**config.mk**
```make
export PLATFORM = sky130hd
export DESIGN_NAME = axilite_adder_master
export DESIGN_NICKNAME = d
export VERILOG_FILES = /design/src/rtl/axilite_adder_master.sv
export SDC_FILE = /design/constraint.sdc
export NUM_CORES = 1
export LEC_CHECK = 0
export BUFFER_PORTS_ARGS = -buffer_cell sky130_fd_sc_hd__buf_2
export CAP_MARGIN = 20
export CORE_MARGIN = 2
export CORE_UTILIZATION = 44
export CTS_CLUSTER_DIAMETER = 50
export DETAILED_ROUTE_END_ITERATION = 10
export GPL_TIMING_DRIVEN = 1
export PLACE_DENSITY = 0.87
export SYNTH_ARGS = -nofsm -noshare
export SYNTH_HDL_FRONTEND = slang
export SYNTH_SLANG_ARGS = --single-unit
```
**constraint.sdc**
```tcl
create_clock -name M_AXI_ACLK -period 1.8 [get_ports M_AXI_ACLK]
set_input_delay 0.18 -clock M_AXI_ACLK [delete_from_list [all_inputs] [get_ports M_AXI_ACLK]]
set_output_delay 0.18 -clock M_AXI_ACLK [all_outputs]
set_load 0.05 [all_outputs]
```
**src/rtl/axilite_adder_master.sv**
```systemverilog
`timescale 1ns/1ps
// AXI4-Lite initiator for the memory-mapped adder: writes A and B, reads back
// the sum and overflow mask, and reports result/error status locally.
module axilite_adder_master #(
  parameter int                            C_M_AXI_ADDR_WIDTH = 32,
  parameter int                            C_M_AXI_DATA_WIDTH = 32,
  parameter logic [C_M_AXI_ADDR_WIDTH-1:0] C_TARGET_BASEADDR  = '0,
  parameter int                            TIMEOUT_CYCLES     = 256
) (
  input  logic                              M_AXI_ACLK,
  input  logic                              M_AXI_ARESET,
  input  logic                              start,
  input  logic [C_M_AXI_DATA_WIDTH-1:0]     op_a,
  input  logic [C_M_AXI_DATA_WIDTH-1:0]     op_b,
  output logic                              busy,
  output logic                              done,
  output logic [C_M_AXI_DATA_WIDTH-1:0]     sum,
  output logic                              ovf,
  output logic                              err,
  output logic [1:0]                        err_stage,
  output logic                              err_timeout,
  output logic [C_M_AXI_ADDR_WIDTH-1:0]     M_AXI_AWADDR,
  output logic [2:0]                        M_AXI_AWPROT,
  output logic                              M_AXI_AWVALID,
  input  logic                              M_AXI_AWREADY,
  output logic [C_M_AXI_DATA_WIDTH-1:0]     M_AXI_WDATA,
  output logic [C_M_AXI_DATA_WIDTH/8-1:0]   M_AXI_WSTRB,
  output logic                              M_AXI_WVALID,
  input  logic                              M_AXI_WREADY,
  input  logic [1:0]                        M_AXI_BRESP,
  input  logic                              M_AXI_BVALID,
  output logic                              M_AXI_BREADY,
  output logic [C_M_AXI_ADDR_WIDTH-1:0]     M_AXI_ARADDR,
  output logic [2:0]                        M_AXI_ARPROT,
  output logic                              M_AXI_ARVALID,
  input  logic                              M_AXI_ARREADY,
  input  logic [C_M_AXI_DATA_WIDTH-1:0]     M_AXI_RDATA,
  input  logic [1:0]                        M_AXI_RRESP,
  input  logic                              M_AXI_RVALID,
  output logic                              M_AXI_RREADY
);
  localparam int AW = C_M_AXI_ADDR_WIDTH;
  localparam int DW = C_M_AXI_DATA_WIDTH;
  localparam int TW = (TIMEOUT_CYCLES > 1) ? $clog2(TIMEOUT_CYCLES) : 1;
  localparam logic [TW-1:0] TMO_LAST = TW'((TIMEOUT_CYCLES > 0) ? TIMEOUT_CYCLES - 1 : 0);
  localparam bit TMO_EN = (TIMEOUT_CYCLES > 0);

  typedef enum logic [2:0] {S_IDLE, S_WR, S_BW, S_RA, S_RD, S_DONE} state_t;

  state_t          state_q, state_d;
  logic [1:0]      idx_q, idx_d;
  logic [DW-1:0]   a_q, a_d, b_q, b_d, sum_rd_q, sum_rd_d, sum_q, sum_d;
  logic            aw_done_q, aw_done_d, w_done_q, w_done_d;
  logic            ovf_q, ovf_d, err_q, err_d, err_timeout_q, err_timeout_d;
  logic [1:0]      err_stage_q, err_stage_d;
  logic [TW-1:0]   tmo_cnt_q, tmo_cnt_d;
  logic [AW-1:0]   reg_addr;
  logic            aw_hs, w_hs, tmo_hit, abort, abort_tmo;

  // Transaction index doubles as the register word offset (A, B, SUM, OVF).
  assign reg_addr      = C_TARGET_BASEADDR + AW'({idx_q, 2'b00});
  assign M_AXI_AWADDR  = reg_addr;
  assign M_AXI_ARADDR  = reg_addr;
  assign M_AXI_AWPROT  = 3'b000;
  assign M_AXI_ARPROT  = 3'b000;
  assign M_AXI_WSTRB   = '1;
  assign M_AXI_WDATA   = idx_q[0] ? b_q : a_q;
  assign M_AXI_AWVALID = (state_q == S_WR) && !aw_done_q;
  assign M_AXI_WVALID  = (state_q == S_WR) && !w_done_q;
  assign M_AXI_BREADY  = (state_q == S_BW);
  assign M_AXI_ARVALID = (state_q == S_RA);
  assign M_AXI_RREADY  = (state_q == S_RD);

  assign busy        = (state_q != S_IDLE) && (state_q != S_DONE);
  assign done        = (state_q == S_DONE);
  assign sum         = sum_q;
  assign ovf         = ovf_q;
  assign err         = err_q;
  assign err_stage   = err_stage_q;
  assign err_timeout = err_timeout_q;

  assign aw_hs   = M_AXI_AWVALID && M_AXI_AWREADY;
  assign w_hs    = M_AXI_WVALID && M_AXI_WREADY;
  assign tmo_hit = TMO_EN && (tmo_cnt_q == TMO_LAST);

  always_comb begin
    state_d       = state_q;
    idx_d         = idx_q;
    a_d           = a_q;
    b_d           = b_q;
    aw_done_d     = aw_done_q;
    w_done_d      = w_done_q;
    sum_rd_d      = sum_rd_q;
    sum_d         = sum_q;
    ovf_d         = ovf_q;
    err_d         = err_q;
    err_stage_d   = err_stage_q;
    err_timeout_d = err_timeout_q;
    abort         = 1'b0;
    abort_tmo     = 1'b0;
    case (state_q)
      S_IDLE: if (start) begin
        a_d       = op_a;
        b_d       = op_b;
        idx_d     = 2'd0;
        aw_done_d = 1'b0;
        w_done_d  = 1'b0;
        state_d   = S_WR;
      end
      S_WR: begin
        if ((aw_done_q || aw_hs) && (w_done_q || w_hs)) begin
          aw_done_d = 1'b0;
          w_done_d  = 1'b0;
          state_d   = S_BW;
        end else begin
          aw_done_d = aw_done_q || aw_hs;
          w_done_d  = w_done_q || w_hs;
          if (tmo_hit) begin abort = 1'b1; abort_tmo = 1'b1; end
        end
      end
      S_BW: begin
        if (M_AXI_BVALID) begin
          if (M_AXI_BRESP == 2'b00) begin
            idx_d   = idx_q + 2'd1;
            state_d = idx_q[0] ? S_RA : S_WR;
          end else abort = 1'b1;
        end else if (tmo_hit) begin abort = 1'b1; abort_tmo = 1'b1; end
      end
      S_RA: begin
        if (M_AXI_ARREADY) state_d = S_RD;
        else if (tmo_hit) begin abort = 1'b1; abort_tmo = 1'b1; end
      end
      S_RD: begin
        if (M_AXI_RVALID) begin
          if (M_AXI_RRESP != 2'b00) abort = 1'b1;
          else if (!idx_q[0]) begin
            sum_rd_d = M_AXI_RDATA;
            idx_d    = idx_q + 2'd1;
            state_d  = S_RA;
          end else begin
            // Results are published only at completion so they stay stable between done pulses.
            sum_d         = sum_rd_q;
            ovf_d         = |M_AXI_RDATA;
            err_d         = 1'b0;
            err_stage_d   = 2'd0;
            err_timeout_d = 1'b0;
            state_d       = S_DONE;
          end
        end else if (tmo_hit) begin abort = 1'b1; abort_tmo = 1'b1; end
      end
      S_DONE:  state_d = S_IDLE;
      default: state_d = S_IDLE;
    endcase
    if (abort) begin
      state_d       = S_DONE;
      err_d         = 1'b1;
      err_stage_d   = idx_q;
      err_timeout_d = abort_tmo;
      aw_done_d     = 1'b0;
      w_done_d      = 1'b0;
    end
    // Phase counter restarts on every state change and saturates otherwise.
    if ((state_d != state_q) || (state_q == S_IDLE)) tmo_cnt_d = '0;
    else if (tmo_cnt_q != TMO_LAST)                  tmo_cnt_d = tmo_cnt_q + 1'b1;
    else                                             tmo_cnt_d = tmo_cnt_q;
  end

  always_ff @(posedge M_AXI_ACLK) begin
    if (M_AXI_ARESET) begin
      state_q       <= S_IDLE;
      idx_q         <= '0;
      a_q           <= '0;
      b_q           <= '0;
      aw_done_q     <= 1'b0;
      w_done_q      <= 1'b0;
      sum_rd_q      <= '0;
      sum_q         <= '0;
      ovf_q         <= 1'b0;
      err_q         <= 1'b0;
      err_stage_q   <= '0;
      err_timeout_q <= 1'b0;
      tmo_cnt_q     <= '0;
    end else begin
      state_q       <= state_d;
      idx_q         <= idx_d;
      a_q           <= a_d;
      b_q           <= b_d;
      aw_done_q     <= aw_done_d;
      w_done_q      <= w_done_d;
      sum_rd_q      <= sum_rd_d;
      sum_q         <= sum_d;
      ovf_q         <= ovf_d;
      err_q         <= err_d;
      err_stage_q   <= err_stage_d;
      err_timeout_q <= err_timeout_d;
      tmo_cnt_q     <= tmo_cnt_d;
    end
  end
endmodule

```
==> results.md, run 1 <==
- Total gr overflow: 0
- GRT Util Overall: 23.0%
- Reg2Reg Depth: 6
- IO Count: 258
- Pin count of the biggest net entering global routing: 84
- Int Power: 6.39 mW
- Clk slew on worst S/H paths: 0.06 ns
- DP HPWL: 11,500 µm
- Setup Skew: 0.00731 ns
- Chip width: 126 µm
- Initial antenna violation count: 0
- RePlAce Congestion: 0.875
- Fin Hold WS: 0.0113 ns
- Die area: 16,000 µm²
- Commonest cells post-synth: 272 x nand2_1, 148 x dfxtp_1, 135 x a21oi_1
- Synth Flop Type: dfxtp_1
- Synth top area cells: dfxtp_1 45%, nand2_1 16%, a21oi_1 10%
- Final setup violation count: 0
- DRC: 0
- Final WS setup: 0.0521 ns
- CP Launch Type: flop
- Area Overhead vs Synth: 34.6%
- Worst EP arrival: 2.03 ns
- VDD IR max: 0.615 mV
- Clock Path Buffers: 2
- CP max FO: 64
- WL/cell: 14.9 µm
- Sw Pwr: 2.57 mW
- Mapped Avg Cell Area: 7.89 µm²
- Final ANT Viol Nets: 0
- Die height: 126 µm
- First-pass GRT wire length: 29,600 µm
- Count of buffer and inverter cells on the critical path: 2
- Critical path class: flop to flop
- Clock Latency Late Sink: 0.41 ns
- Pwr dens: 1010 nW/µm²
- CP peak stage delay: 0.46 ns
- Clock net sink count: 148
- #FFs+latches synth: 148
- Dominant cell type by area after synthesis: dfxtp_1
- RSZ-0062 raised after global routing: yes
- WHS Path Cells: 3
- Fin crit share: 97.1%
- Routed vias: 6,415
- Routed WL: 18,700 µm
- Yosys Warn Count: 0
- EDFF count, synth: 0
- CTS tree: yes
- Crit. path cell count: 6
- 1st-pass router iterations: 7
- CTS H-tree depth: 4
- Leak Pwr: 3.81 nW
- Vias per cell: 5.11
- Net Sw Frac: 28.7%
- Yosys top cell area share: 45.0%
- HP Class: input pin to flop
- Place WS: 0.0174 ns
- Period minus WS final: 1.75 ns
- CP max stage cell: or3_2
- Final #Nets: 1,170
- Final core utilization: 60.7%
- Status: complete, no violations
- Buffers on Ports: 187
- Cts bufs inserted: 17
- Syn Inst Count: 834
- Clock Power Share: 43.2%
- Max_cap viols: 0
- Diode count: 0
- Cell variety after synth: 54
- Placement row count: 44
- Final Max Slew Viols: 0
- Crit. End Element: flop
- Initial DRC Count: 472
- Pwr Total: 8.95 mW
- Core area: 14,600 µm²
- Sequential power share: 38.9%
- Initial Util: 45.1%
- Synth async-reset ratio: 0%
- Synthesized cell area: 6580 µm²
- Critical-path cell list: buf_4 -> nand2b_1 -> or3_2 -> buf_12 -> nand2_1 -> a21oi_1
- Crit path required time: 2.08 ns
- Most frequent cell after synthesis: nand2_1
- CP delay by family, top: simple AND/OR/NAND/NOR gates
- Root Driver: clkbuf_16
- Seq/Total Area, Yosys: 45.0%
- Vias in the first global route: 6,070
- Fmax: 0.572 GHz
- Comb pwr share: 17.9%
- Layout cells sized above 1: 28.9%
- Hold violation count in the final report: 0
[stage by stage]
| step | TNS [ns] | std cells | cell area, µm² |
|---|---|---|---|
| finish | 0 | 1255 | 8860 |
| floorplan | 0 | 902 | 6850 |
| global placement | 0 | 1174 | 7570 |
| global route | -0.00342 | 1255 | 8860 |
| detailed placement | 0 | 1174 | 7570 |
| CTS | 0 | 1252 | 8750 |
[state kept, by name, indices dropped and copies added, names as in the netlist]
register,count
a_q,32
b_q,32
sum,32
sum_rd_q,32
tmo_cnt_q,8
state_q,3
err_stage,2
idx_q,2
aw_done_q,1
err,1
err_timeout,1
ovf,1
w_done_q,1
[metal layers]
metal  share of wire [%]  global-route usage (%)  wire (µm)
met5                   0                       0          0
met4                 2.0                    8.40        368
met3                 8.1                    6.58       1520
met2                  50                    39.5       9290
met1                  40                    27.3       7560
[worst register-to-register path: cells and delay by family, from the launching register on]
kind | cells | cell delay [ns]
AND/OR/NAND/NOR | 3 | 0.81
flip-flops | 1 | 0.36
buffers and inverters | 2 | 0.36
AO/OA/AOI/OAI | 1 | 0.10
[layout by cell type, fill, tap and decap left out, types with 3 or more instances in the layout]
| cell type | synthesis | layout |
|---|---|---|
| nor2_1 | 18 | 15 |
| dfxtp_1 | 148 | 143 |
| nand3_1 | 4 | 4 |
| bufinv_16 | 0 | 5 |
| nor3_4 | 0 | 3 |
| nor3b_1 | 3 | 3 |
| dfxtp_4 | 0 | 3 |
| nand4_1 | 6 | 6 |
| clkbuf_16 | 0 | 17 |
| buf_2 | 8 | 181 |
| nor3_1 | 12 | 8 |
| a21oi_1 | 135 | 135 |
| nand2_1 | 272 | 271 |
| mux2_2 | 32 | 32 |
| a31oi_1 | 4 | 4 |
| dlygate4sd3_1 | 0 | 47 |
| nor3_2 | 2 | 3 |
| nor4_1 | 11 | 10 |
| clkinvlp_4 | 0 | 3 |
| buf_6 | 0 | 5 |
| nand2b_1 | 3 | 3 |
| nor2b_1 | 3 | 3 |
| conb_1 | 2 | 70 |
| buf_12 | 0 | 9 |
| buf_4 | 75 | 19 |
| inv_1 | 4 | 3 |
| and2_1 | 3 | 3 |
| o21ai_0 | 10 | 10 |
[what timing repair did]
action,4_1_cts,5_1_grt
hold buffers,46,1
setup endpoints to repair,32,14
hold endpoints to repair,46,1
buffers inserted,1,2
gates resized for setup,17,21
gates cloned,1,0
pin swaps,0,6
[final timing paths]
check	start	to	slack [ns]
setup / recovery	state_q[2]$_SDFF_PP0_	a_q[18]$_SDFFE_PP0P_	0.05
setup reg to reg	state_q[2]$_SDFF_PP0_	a_q[18]$_SDFFE_PP0P_	0.05
hold reg to reg	sum_rd_q[3]$_SDFFE_PP0P_	sum[3]$_SDFFE_PP0P_	0.45
hold / removal	op_a[3]	a_q[3]$_SDFFE_PP0P_	0.01
[final cells by class]
class / instances / area [µm²]
clock buffers: 19 / 443
clock inverters: 11 / 200
fillers: 1198 / 5730
inverters: 5 / 25.0
multi-input cells: 625 / 3190
flip-flops and latches: 148 / 2980
well taps: 184 / 230
repair buffers: 263 / 1800
[power groups by stage]
stage	clock network (mW)	registers (mW)	logic [mW]
2_1_floorplan	0	3.54	1.18
3_3_place_gp	0	3.54	1.43
3_5_place_dp	0	3.55	1.44
4_1_cts	3.92	3.48	1.55
5_1_grt	4.08	3.50	1.70
6_report	3.87	3.48	1.60
[cell families (layout without fill, tap and decap cells)]
family | Yosys count | count (layout) | synth area share (%)
other | 2 | 70 | 0.114
buffers and inverters | 129 | 298 | 11.8
AOI/OAI and AO/OA | 163 | 163 | 13.2
and+or+nand+nor | 353 | 353 | 23.3
muxes | 34 | 34 | 5.78
adders and majority gates | 2 | 2 | 0.380
xor gates and xnor gates | 3 | 3 | 0.399
DFF | 148 | 148 | 45.0
No activity file was read; power rests on OpenSTA's default activity.
==> run 2: changes to the inputs <==
BUFFER_PORTS_ARGS = unset   (was -buffer_cell sky130_fd_sc_hd__buf_2)
CORE_UTILIZATION = 57   (was 44)
DONT_BUFFER_PORTS = 1   (was unset)
PLACE_DENSITY = 0.86   (was 0.87)
==> run 2 against run 1 <==
The flow now finishes with violations (hold timing, setup timing). Power shrank 11%. Clock skew shrank 0.0013 ns. Cell count shrank 22%. Critical path depth shrank 4. Non-clock buffer count shrank 229. Die area shrank 22%. Clock-buffer cell count grew 1. Routed wire length shrank 19%. Sequential share of layout area grew 7.2 points. Highest routed layer unchanged.
==> results.md, run 2 (synthesis results as in run 1) <==
- DRC: 0 (unchanged)
- Critical-path cell list: bufbuf_16 -> mux2_2
- Post-route insts no fill: 984 (-22%)
- Die area: 12,400 µm² (-22%)
- CP max stage cell: mux2_2
- VDD IR max: 0.837 mV (+36%)
- Pwr dens: 1100 nW/µm² (+8.4%)
- Clock Path Buffers: 2 (unchanged)
- Placement row count: 39 (-11%)
- Setup TNS: -0.295 ns (-0.295 ns)
- CP Launch Type: flop
- Core area: 11,300 µm² (-22%)
- Fmax: 0.547 GHz (-4.3%)
- Critical path class: flop to primary output
- Clock net sink count: 148 (unchanged)
- Worst EP arrival: 1.65 ns (-0.38 ns)
- Placed cell count: 952 (-19%)
- Setup Skew: 0.00598 ns (-0.00133 ns)
- Worst-Margin Slew: 0.584 ns
- Final core utilization: 64.3% (+3.6 points)
- Initial antenna violation count: 0 (unchanged)
- Final Max Slew Viols: 0 (unchanged)
- GRT Util Overall: 23.6% (+0.64 points)
- Root Driver: clkbuf_16
- Fin crit share: 102% (+4.4 points)
- Routed vias: 5,383 (-16%)
- Die height: 111 µm (-12%)
- CP max FO: 17 (-73%)
- Final setup violation count: 12 (+12)
- Clk slew on worst S/H paths: 0.06 ns (about the same)
- Fin Hold WS: -0.172 ns (-0.183 ns)
- Final #Nets: 941 (-20%)
- Cts bufs inserted: 17 (unchanged)
- Period minus WS final: 1.83 ns (+0.0792 ns)
- Cell Area, Placed: 6610 µm² (-13%)
- Final ANT Viol Nets: 0 (unchanged)
- Place WS: 0.00616 ns (-0.0112 ns)
- Count of buffer and inverter cells on the critical path: 1 (-1)
- Layout cells sized above 1: 14.5% (-14 points)
- Pin count of the biggest net entering global routing: 144 (+71%)
- IO Count: 258 (unchanged)
- Leak Pwr: 2.74 nW (-28%)
- CTS H-tree depth: 4 (unchanged)
- WL/cell: 15.4 µm (+3.1%)
- 1st-pass router iterations: 5 (-2)
- DP HPWL: 10,100 µm (-12%)
- Area Overhead vs Synth: 10.6%
- Chip width: 111 µm (-12%)
- CP peak stage delay: 0.48 ns (+0.02 ns)
- Crit. End Element: primary output
- Status: finished, violations left
- Hold violation count in the final report: 139 (+139)
- First-pass GRT wire length: 23,800 µm (-20%)
- Cts hold-fix bufs: 1 (-98%)
- Clock Latency Late Sink: 0.41 ns (about the same)
- Violated checks: hold timing, setup timing
- Rel. slew slack: 61.0%
- CTS tree: yes
- Vias in the first global route: 4,971 (-18%)
- Most frequent cells in the layout: 270 x nand2_1, 144 x dfxtp_1, 135 x a21oi_1, 70 x conb_1, 24 x mux2_2
- Max_cap viols: 0 (unchanged)
- Initial Util: 58.1% (+13 points)
- HP Class: input pin to flop
- Diode count: 0 (unchanged)
- Buffers on Ports: 0 (-100%)
- Final WS setup: -0.0271 ns (-0.0792 ns)
- CP delay by family, top: multiplexers
- RSZ-0062 raised after global routing: yes
- Total gr overflow: 0 (unchanged)
- Commonest non-fill, non-tap cell in the layout: nand2_1
- Routed WL: 15,200 µm (-19%)
- Design area: 7280 µm² (-18%)
- Crit path required time: 1.62 ns (-0.46 ns)
- Vias per cell: 5.47 (+7.0%)
- RePlAce Congestion: 0.851 (-2.8%)
- Initial DRC Count: 546 (+16%)
-- run 2: cell types whose count changed in the layout (fill, tap and decap cells not counted), sizes merged --
cell | before | now
clkinvlp | 3 | 2
bufinv | 5 | 1
buf | 216 | 32
clkbuf | 19 | 20
bufbuf | 0 | 1
clkinv | 2 | 5
dlygate4sd3 | 47 | 1
-- run 2: final cells by class --
class                   count  area [µm²]
repair buffers             34         382
well taps                 143         179
clock inverters             9        82.6
clock buffers              20         457
multi-input cells         625        3190
flip-flops and latches    148        2970
fillers                   951        4040
inverters                   5        18.8
-- run 2: through the flow --
stage / power [mW] / hold slack (ns)
6_report: 7.97 / -0.172
5_1_grt: 8.26 / -0.191
4_1_cts: 8.01 / -0.184
3_5_place_dp: 4.75 / 0.261
3_3_place_gp: 4.72 / 0.260
2_1_floorplan: 4.72 / 0.316
-- run 2: layer usage --
| layer | global-route usage (%) | vias to the layer above | wire [µm] |
|---|---|---|---|
| li1 | - | 2623 | - |
| met1 | 26.1 | 2484 | 5870 |
| met2 | 40.4 | 244 | 7450 |
| met3 | 10.1 | 32 | 1540 |
| met4 | 9.05 | 0 | 299 |
| met5 | 0 | - | 0 |
-- run 2: worst paths after layout --
check | from | endpoint | cells past startpoint | slack (ns)
setup / recovery | idx_q[0]$_SDFFE_PP0P_ | M_AXI_WDATA[29] | 2 | -0.03
hold / removal | M_AXI_ARESET | sum[0]$_SDFFE_PP0P_ | 1 | -0.17
setup reg to reg | state_q[2]$_SDFF_PP0_ | sum_rd_q[12]$_SDFFE_PP0P_ | 6 | 0.06
hold reg to reg | sum_rd_q[30]$_SDFFE_PP0P_ | sum[30]$_SDFFE_PP0P_ | 2 | 0.45
-- run 2: power by group --
part | internal [mW] | switching, mW | total [mW]
registers | 3.41 | 0.0718 | 3.48
logic | 0.304 | 0.946 | 1.25
clock network | 1.94 | 1.30 | 3.25
-- run 2: repair_timing --
action	in CTS	in global routing
gates cloned	1	0
gates resized for setup	13	14
buffers inserted	0	1
hold endpoints to repair	140	139
endpoints found under the setup margin	37	63
pin swaps	0	5
